### config.mk
export PLATFORM = sky130hd
export DESIGN_NAME = voice_param_router
export DESIGN_NICKNAME = d
export VERILOG_FILES = /design/src/rtl/voice_pkg.sv /design/src/rtl/voice_chan_reg.sv /design/src/rtl/voice_param_router.sv
export SDC_FILE = /design/constraint.sdc
export NUM_CORES = 1
export LEC_CHECK = 0
export ABC_AREA = 1
export BUFFER_PORTS_ARGS = -buffer_cell sky130_fd_sc_hd__buf_4
export CELL_PAD_IN_SITES_DETAIL_PLACEMENT = 0
export CELL_PAD_IN_SITES_GLOBAL_PLACEMENT = 1
export CORE_MARGIN = 5
export CORE_UTILIZATION = 25
export CTS_CLUSTER_SIZE = 30
export DETAILED_ROUTE_END_ITERATION = 8
export GPL_TIMING_DRIVEN = 0
export HOLD_SLACK_MARGIN = 0.15
export PLACE_DENSITY_LB_ADDON = 0.08
export SLEW_MARGIN = 20
export SYNTH_ARGS = -nofsm -noshare
export SYNTH_HDL_FRONTEND = slang
export SYNTH_HIERARCHICAL = 1
export SYNTH_SLANG_ARGS = --single-unit
### constraint.sdc
create_clock -name clk -period 4.7 [get_ports clk]
set_input_delay 0.47 -clock clk [delete_from_list [all_inputs] [get_ports clk]]
set_output_delay 0.47 -clock clk [all_outputs]
set_load 0.1 [all_outputs]
### src/rtl/voice_pkg.sv
// rtl/voice_pkg.sv - shared voice constants, FSM state type and select-width helper
package voice_pkg;

  localparam int VOICE_NUM_CH = 24;
  localparam int VOICE_DATA_W = 8;

  typedef enum logic {
    IDLE  = 1'b0,
    CLEAR = 1'b1
  } state_e;

  // Index width able to address n channels; never below one bit.
  function automatic int sel_width(input int n);
    return (n <= 2) ? 1 : $clog2(n);
  endfunction

endpackage

### src/rtl/voice_chan_reg.sv
// rtl/voice_chan_reg.sv - one voice parameter holding register with its update strobe
module voice_chan_reg #(
  parameter int DATA_W = 8
) (
  input  logic              clk,
  input  logic              rst_n,
  input  logic              ld,
  input  logic [DATA_W-1:0] ld_data,
  input  logic              clr,
  output logic [DATA_W-1:0] q,
  output logic              upd
);

  logic [DATA_W-1:0] data_q, data_d;
  logic              upd_q, upd_d;

  // ld and clr are never both high: loads only occur outside the clear sequence.
  always_comb begin
    data_d = data_q;
    if (clr) begin
      data_d = '0;
    end else if (ld) begin
      data_d = ld_data;
    end
    upd_d = ld;
  end

  always_ff @(posedge clk or negedge rst_n) begin
    if (!rst_n) begin
      data_q <= '0;
      upd_q  <= 1'b0;
    end else begin
      data_q <= data_d;
      upd_q  <= upd_d;
    end
  end

  assign q   = data_q;
  assign upd = upd_q;

endmodule

### src/rtl/voice_param_router.sv
// rtl/voice_param_router.sv - routes or broadcasts parameter words to per-voice registers, with sequenced clear
module voice_param_router
  import voice_pkg::*;
#(
  parameter int NUM_CH = VOICE_NUM_CH,
  parameter int DATA_W = VOICE_DATA_W,
  parameter int SEL_W  = sel_width(NUM_CH)
) (
  input  logic                     clk,
  input  logic                     rst_n,
  input  logic                     wr_valid,
  output logic                     wr_ready,
  input  logic [SEL_W-1:0]         wr_sel,
  input  logic                     wr_bcast,
  input  logic [DATA_W-1:0]        wr_data,
  input  logic                     clr_req,
  output logic                     busy,
  output logic                     err_sel,
  output logic [NUM_CH-1:0]        upd,
  output logic [NUM_CH*DATA_W-1:0] out_bus
);

  state_e           state_q, state_d;
  logic [SEL_W-1:0] clr_idx_q, clr_idx_d;
  logic             err_sel_q, err_sel_d;
  logic             accept;
  logic             in_range;
  logic [NUM_CH-1:0] ld_vec;
  logic [NUM_CH-1:0] clr_vec;

  // A pending clear request wins over a write in the same cycle.
  assign busy     = (state_q == CLEAR);
  assign wr_ready = (state_q == IDLE) && !clr_req;
  assign accept   = wr_valid && wr_ready;
  assign in_range = ({1'b0, wr_sel} < (SEL_W+1)'(NUM_CH));

  always_comb begin
    state_d   = state_q;
    clr_idx_d = clr_idx_q;
    unique case (state_q)
      IDLE: begin
        if (clr_req) begin
          state_d   = CLEAR;
          clr_idx_d = '0;
        end
      end
      CLEAR: begin
        if (clr_idx_q == SEL_W'(NUM_CH - 1)) begin
          state_d   = IDLE;
          clr_idx_d = '0;
        end else begin
          clr_idx_d = clr_idx_q + SEL_W'(1);
        end
      end
      default: begin
        state_d   = IDLE;
        clr_idx_d = '0;
      end
    endcase
  end

  // Out-of-range selects are flagged but leave every channel untouched.
  always_comb begin
    err_sel_d = accept && !wr_bcast && !in_range;
  end

  always_ff @(posedge clk or negedge rst_n) begin
    if (!rst_n) begin
      state_q   <= IDLE;
      clr_idx_q <= '0;
      err_sel_q <= 1'b0;
    end else begin
      state_q   <= state_d;
      clr_idx_q <= clr_idx_d;
      err_sel_q <= err_sel_d;
    end
  end

  assign err_sel = err_sel_q;

  for (genvar i = 0; i < NUM_CH; i++) begin : g_chan
    assign ld_vec[i]  = accept && (wr_bcast || (wr_sel == SEL_W'(i)));
    assign clr_vec[i] = busy && (clr_idx_q == SEL_W'(i));

    voice_chan_reg #(
      .DATA_W (DATA_W)
    ) u_chan (
      .clk     (clk),
      .rst_n   (rst_n),
      .ld      (ld_vec[i]),
      .ld_data (wr_data),
      .clr     (clr_vec[i]),
      .q       (out_bus[i*DATA_W +: DATA_W]),
      .upd     (upd[i])
    );
  end

endmodule

==> reports/metrics.cfg, run 1 <==
[outcome]
outcome = completed

[cts]
ctsResizeCount = 0
clk_latency_ns = 0.55
clockBufferDepth = 3
ctsHtreeMaxLevel = 1
tritoncts = built
cts_sinks = 223
cts.clk_slew.worst_paths_ns = 0.06
cts_setup_buffers = 0
numCtsBuffers = 28
root_buffer = clkbuf_16
hold_buffers = 1

[sta]
final.period_utilization = 0.504
min_period_ns = 2.37
skew_ns = 0.0115
max_slew_margin = 0.329
worst_pin_slew_ns = 0.999
fmax_ghz = 0.422
timing.final.hold_violations = 0
grt_setup_unrepaired = false
fin_setup_tns_ns = 0
setup-violations-final = 0
whs_ns = 0.216
slew_viol_final = 0

[run]
max_cap_violations = 0

[grt]
grt_max_degree = 87
grt_pass1_wl_mm = 52.4
grt_pass1_vias = 7967
grt_overflow = 0
grt_antenna_before_repair = 0
grt_use_total = 0.163

[detailed_routing]
drc_errors = 0
avgViaCountPerCell = 4.30
wirelength_mm = 34.8
vias = 7866
first_pass_iters = 4
wl_per_cell_um = 19.0
ant_nets = 0
drt_first_iter_violations = 337

[logic_synthesis]
synth_edf_count = 0
synth_fp_nets = 1050
synth_area_leaders = dfrtp_1, nand2_1, nand3_1
ys_ff_latch = 223
synth.most_common_cell = nand2_1
synth_warnings = 6
syn_avg_cell_area_um2 = 9.30
synthArstFlopShare = 1.00
ys_types = 18
ys_top_cells_by_count = nand2_1, dfrtp_1, nand3_1
yosys.area.top_type = dfrtp_1
netlist_instances = 1027
synth_area_mm2 = 0.00956
synth-main-ff-cell = dfrtp_1
yosysSeqAreaShare = 0.584
yosys.area.top_type_share = 0.584

[power]
vdd_drop_max_uv = 515
seqPwrFrac = 0.256
p_leak_nw = 7.20
intPower_w = 0.00483
finalPower_w = 0.0111
p_per_area_mw_per_mm2 = 854
power_frac_clock = 0.195
p_switching_w = 0.00624
swShare = 0.564
combinationalPowerShare = 0.550

[floorplan]
num_rows = 71
core_mm2 = 0.0377
design.die.area_mm2 = 0.0422
start_util = 0.254
die_w_um = 206
fp.dieH_um = 206
pin_count = 237

[setup_path]
rrSetupSlack_ns = 2.33
critPathLaunchType = flop
arrival_ns = 2.81
critPathCaptureType = flop
timing.rr.start = clr_idx_q[3]$_DFFE_PN0P_
r2r_end = g_chan[16].u_chan/q[0]$_DFFE_PN0P_
cp-endpoint = g_chan[16].u_chan/q[0]$_DFFE_PN0P_
required_ns = 5.14
path_class = flop to flop
crit_path_start = clr_idx_q[3]$_DFFE_PN0P_
r2r_cells = 6
path_max_fanout = 8

[worst_hold_path]
hp-class = primary input to flop
hold_path_depth = 3

[layout]
final_nets = 1318
layout-drive-gt1-share = 0.277
instances_no_fill = 1828
fillCellCount = 4015
num_antenna_cells = 0
syn2layout_area_growth_pct = 35.7

[place]
hpwlAfterDp_mm = 22.8
placedCellCount = 1775
gp_congestion = 0.732
port_buffers = 235

-- worst min path at each step --
| stage | start | end |
|---|---|---|
| finish | clr_req | busy$_DFF_PN0_ |
| global route | clr_req | busy$_DFF_PN0_ |
| CTS | wr_sel[3] | err_sel$_DFF_PN0_ |
| detailed placement | rst_n | g_chan[15].u_chan/q[0]$_DFFE_PN0P_ |
| global placement | g_chan[16].u_chan/q[3]$_DFFE_PN0P_ | g_chan[16].u_chan/q[3]$_DFFE_PN0P_ |
| floorplan | rst_n | busy$_DFF_PN0_ |
-- power by group through the flow --
stage	logic, W	registers (W)	clock network, W
floorplan	0.000908	0.00661	0
global placement	0.00613	0.00287	0
detailed placement	0.00615	0.00287	0
CTS	0.00615	0.00284	0.00224
global route	0.00635	0.00291	0.00233
finish	0.00609	0.00283	0.00215
-- final cells by class --
type	instances	area [um2]	area share
inverters	48	180	0.0139
clock inverters	9	72.6	0.00560
multi-input cells	728	3490	0.269
repair buffers	238	1840	0.142
clock buffers	43	858	0.0662
flip-flops and latches	223	5580	0.431
plain buffers	28	303	0.0234
well taps	511	639	0.0493
-- per-stage QoR --
stage | worst slack (ns) | util | area (um2)
final | 2.33 | 0.344 | 13000
after global placement | 1.08 | 0.317 | 12000
after CTS | 2.37 | 0.344 | 13000
after floorplan | 2.40 | - | 9560
after global routing | 2.24 | 0.344 | 13000
after detailed placement | 2.37 | 0.319 | 12000
-- critical path, cell delays in order, from the launching register on --
cell	delay [ns]
dfrtp_1	0.41
inv_1	0.16
nand2_1	0.37
nor3_1	0.90
inv_2	0.23
nand3_1	0.14
nand2_1	0.06
-- routing by layer --
layer | GRT usage | wire length (um)
met5 | 0 | 0
met4 | 0.0289 | 555
met2 | 0.261 | 16300
met3 | 0.0345 | 1780
met1 | 0.231 | 16200
-- placed cells by master (no fill, tap or decap) --
cell type      count
nand4_1            1
nand3_1          202
o21ai_2            1
nand2_1          427
buf_8              1
a21oi_1           13
buf_4            234
a21oi_4            1
inv_1             22
clkinv_2           7
nor3_1             8
inv_2             25
buf_16             2
clkinvlp_4         1
clkbuf_8           8
nand2_2            1
buf_2              2
dfrtp_1          223
clkinv_1           1
buf_6             26
ha_1               5
nor2_8            25
bufinv_16          1
clkbuf_16         29
nand2_4            1
nor2_1            43
clkbuf_1           6
dlygate4sd3_1      1
-- cell families after synthesis --
kind of cell	after synthesis	share of synthesized area
simple gates	708	0.349
flops	223	0.584
compound gates	15	0.00943
fa+ha+maj	5	0.00655
buf+inv	76	0.0505
-- state kept, by name (all words and copies together), names as in the netlist --
name / cells
busy: 1
clr_idx_q: 5
err_sel: 1
g_chan.u_chan/q: 192
g_chan.u_chan/upd: 24
No activity file was read; power rests on OpenSTA's default activity.
==> run 2, diff against run 1 <==
- clock period: 4.7 -> 2.2 ns (I/O delays scaled with it)
==> reports/metrics.cfg, run 2 (synthesized netlist as in run 1, its figures left out) <==
[outcome]
outcome = completed

[power]
p_per_area_mw_per_mm2 = 1790
p_leak_nw = 7.23
finalPower_w = 0.0235
vdd_drop_max_uv = 999

[cts]
clockBufferDepth = 3
cts.clk_slew.worst_paths_ns = 0.06
clk_latency_ns = 0.53
root_buffer = clkbuf_16
numCtsBuffers = 27
cts_sinks = 223
ctsHtreeMaxLevel = 1
tritoncts = built
cts_setup_buffers = 0

[detailed_routing]
wl_per_cell_um = 18.9
wl_met3_mm = 1.72
m1WireLength_mm = 16.0
wirelength_mm = 34.8
ant_nets = 0
highest_layer = met5
vias = 7851
drc_errors = 0
met2WireLength_mm = 16.3
drt_first_iter_violations = 329
first_pass_iters = 4
avgViaCountPerCell = 4.27

[floorplan]
design.die.area_mm2 = 0.0422
fp.dieH_um = 206
num_rows = 71
core_mm2 = 0.0377
start_util = 0.254
die_w_um = 206
pin_count = 237

[sta]
timing.final.hold_violations = 0
setup-violations-final = 0
worst_pin_slew_ns = 0.853
fin_setup_tns_ns = 0
grt_setup_unrepaired = true
setup_ws_ns = 0.0107
fmax_ghz = 0.457
final.period_utilization = 0.995
slew_viol_final = 0
skew_ns = 0.00968
min_period_ns = 2.19
max_slew_margin = 0.427

[layout]
syn2layout_area_growth_pct = 36.9
largest_reg_flops = 192
final_common_cell = nand2_1
layout-drive-gt1-share = 0.277
postLayoutCoreUtil = 0.347
layout_common_cells = nand2_1, buf_4, dfrtp_1
instances_no_fill = 1838
final_nets = 1331
num_antenna_cells = 0

[setup_path]
crit_path_start = clr_idx_q[2]$_DFFE_PN0P_
required_ns = 2.62
arrival_ns = 2.61
rrSetupSlack_ns = 0.01
path_max_fanout = 8
r2r_cells = 6
timing.rr.start = clr_idx_q[2]$_DFFE_PN0P_
path_class = flop to flop
critPathLaunchType = flop
critPathCaptureType = flop
r2r_end = g_chan[18].u_chan/q[4]$_DFFE_PN0P_

[grt]
grt_overflow = 0
grt_use_total = 0.163
grt_pass1_vias = 8207
grt_max_degree = 87
grt_antenna_before_repair = 2
grt_pass1_wl_mm = 52.9

[place]
gp_congestion = 0.738
hpwlAfterDp_mm = 23.0
dp_slack_ns = -0.0853
port_buffers = 235
placedCellCount = 1776

[worst_hold_path]
hp-class = primary input to asynchronous set/reset pin

[run]
max_cap_violations = 0

==> run 2: changes by cell type in the layout (fill, tap and decap cells not counted), sizes merged <==
cell / before / now
dlygate4sd3: 1 / 14
clkinv: 8 / 1
clkinvlp: 1 / 3
clkbuf: 43 / 44
buf: 265 / 266
==> run 2: through the flow <==
| step | hold slack, ns | area (um2) |
|---|---|---|
| after floorplan | -0.0756 | 9560 |
| after global placement | 0.456 | 12000 |
| after detailed placement | 0.152 | 12100 |
| after CTS | 0.164 | 13100 |
| after global routing | 0.176 | 13100 |
| final | 0.186 | 13100 |
==> run 2: timing repair <==
item | 4_1_cts | 5_1_grt
hold buffers | 14 | 0
gates resized for setup | 0 | 8
endpoints found under the hold margin | 154 | 0
gates cloned | 0 | 0
pin swaps | 0 | 0
setup endpoints to repair | 31 | 41
==> run 2: how the worst max path moves through the flow <==
stage,to,slack (ns),cells after the start
5_1_grt,g_chan[17].u_chan/q[4]$_DFFE_PN0P_,-0.26,6
2_1_floorplan,g_chan[16].u_chan/q[0]$_DFFE_PN0P_,0.11,11
3_5_place_dp,g_chan[16].u_chan/q[2]$_DFFE_PN0P_,-0.09,6
3_3_place_gp,busy$_DFF_PN0_,-1.34,1
6_report,g_chan[18].u_chan/q[4]$_DFFE_PN0P_,0.01,6
4_1_cts,g_chan[18].u_chan/q[4]$_DFFE_PN0P_,-0.11,6
==> run 2: final cells by class <==
| cell class | count | area, um2 |
|---|---|---|
| timing repair buffer | 252 | 1990 |
| sequential | 223 | 5580 |
| inverter | 48 | 184 |
| multi-input combinational | 728 | 3520 |
| buffer | 28 | 303 |
| clock inverter | 4 | 50.0 |
| fill | 4014 | 24600 |
| clock buffer | 44 | 810 |
| tap | 511 | 639 |
==> run 2: routing by layer <==
| metal | vias to the layer above | track usage |
|---|---|---|
| met3 | 47 | 0.0314 |
| met1 | 3772 | 0.231 |
| li1 | 3868 | - |
| met2 | 160 | 0.263 |
| met4 | 4 | 0.0335 |
| met5 | - | 0 |
==> run 2: power breakdown <==
group          total (W)  switching (W)  internal [W]
sequential       0.00607       0.000796       0.00527
clock            0.00438        0.00177       0.00261
combinational     0.0130         0.0107       0.00228
total             0.0235         0.0133        0.0102
==> run 2: critical path: stages (launching register included) <==
cell and delay, ns:
dfrtp_1 0.45, inv_1 0.13, nand2_1 0.32, nor3_1 0.78
inv_2 0.21, nand3_1 0.12, nand2_1 0.06
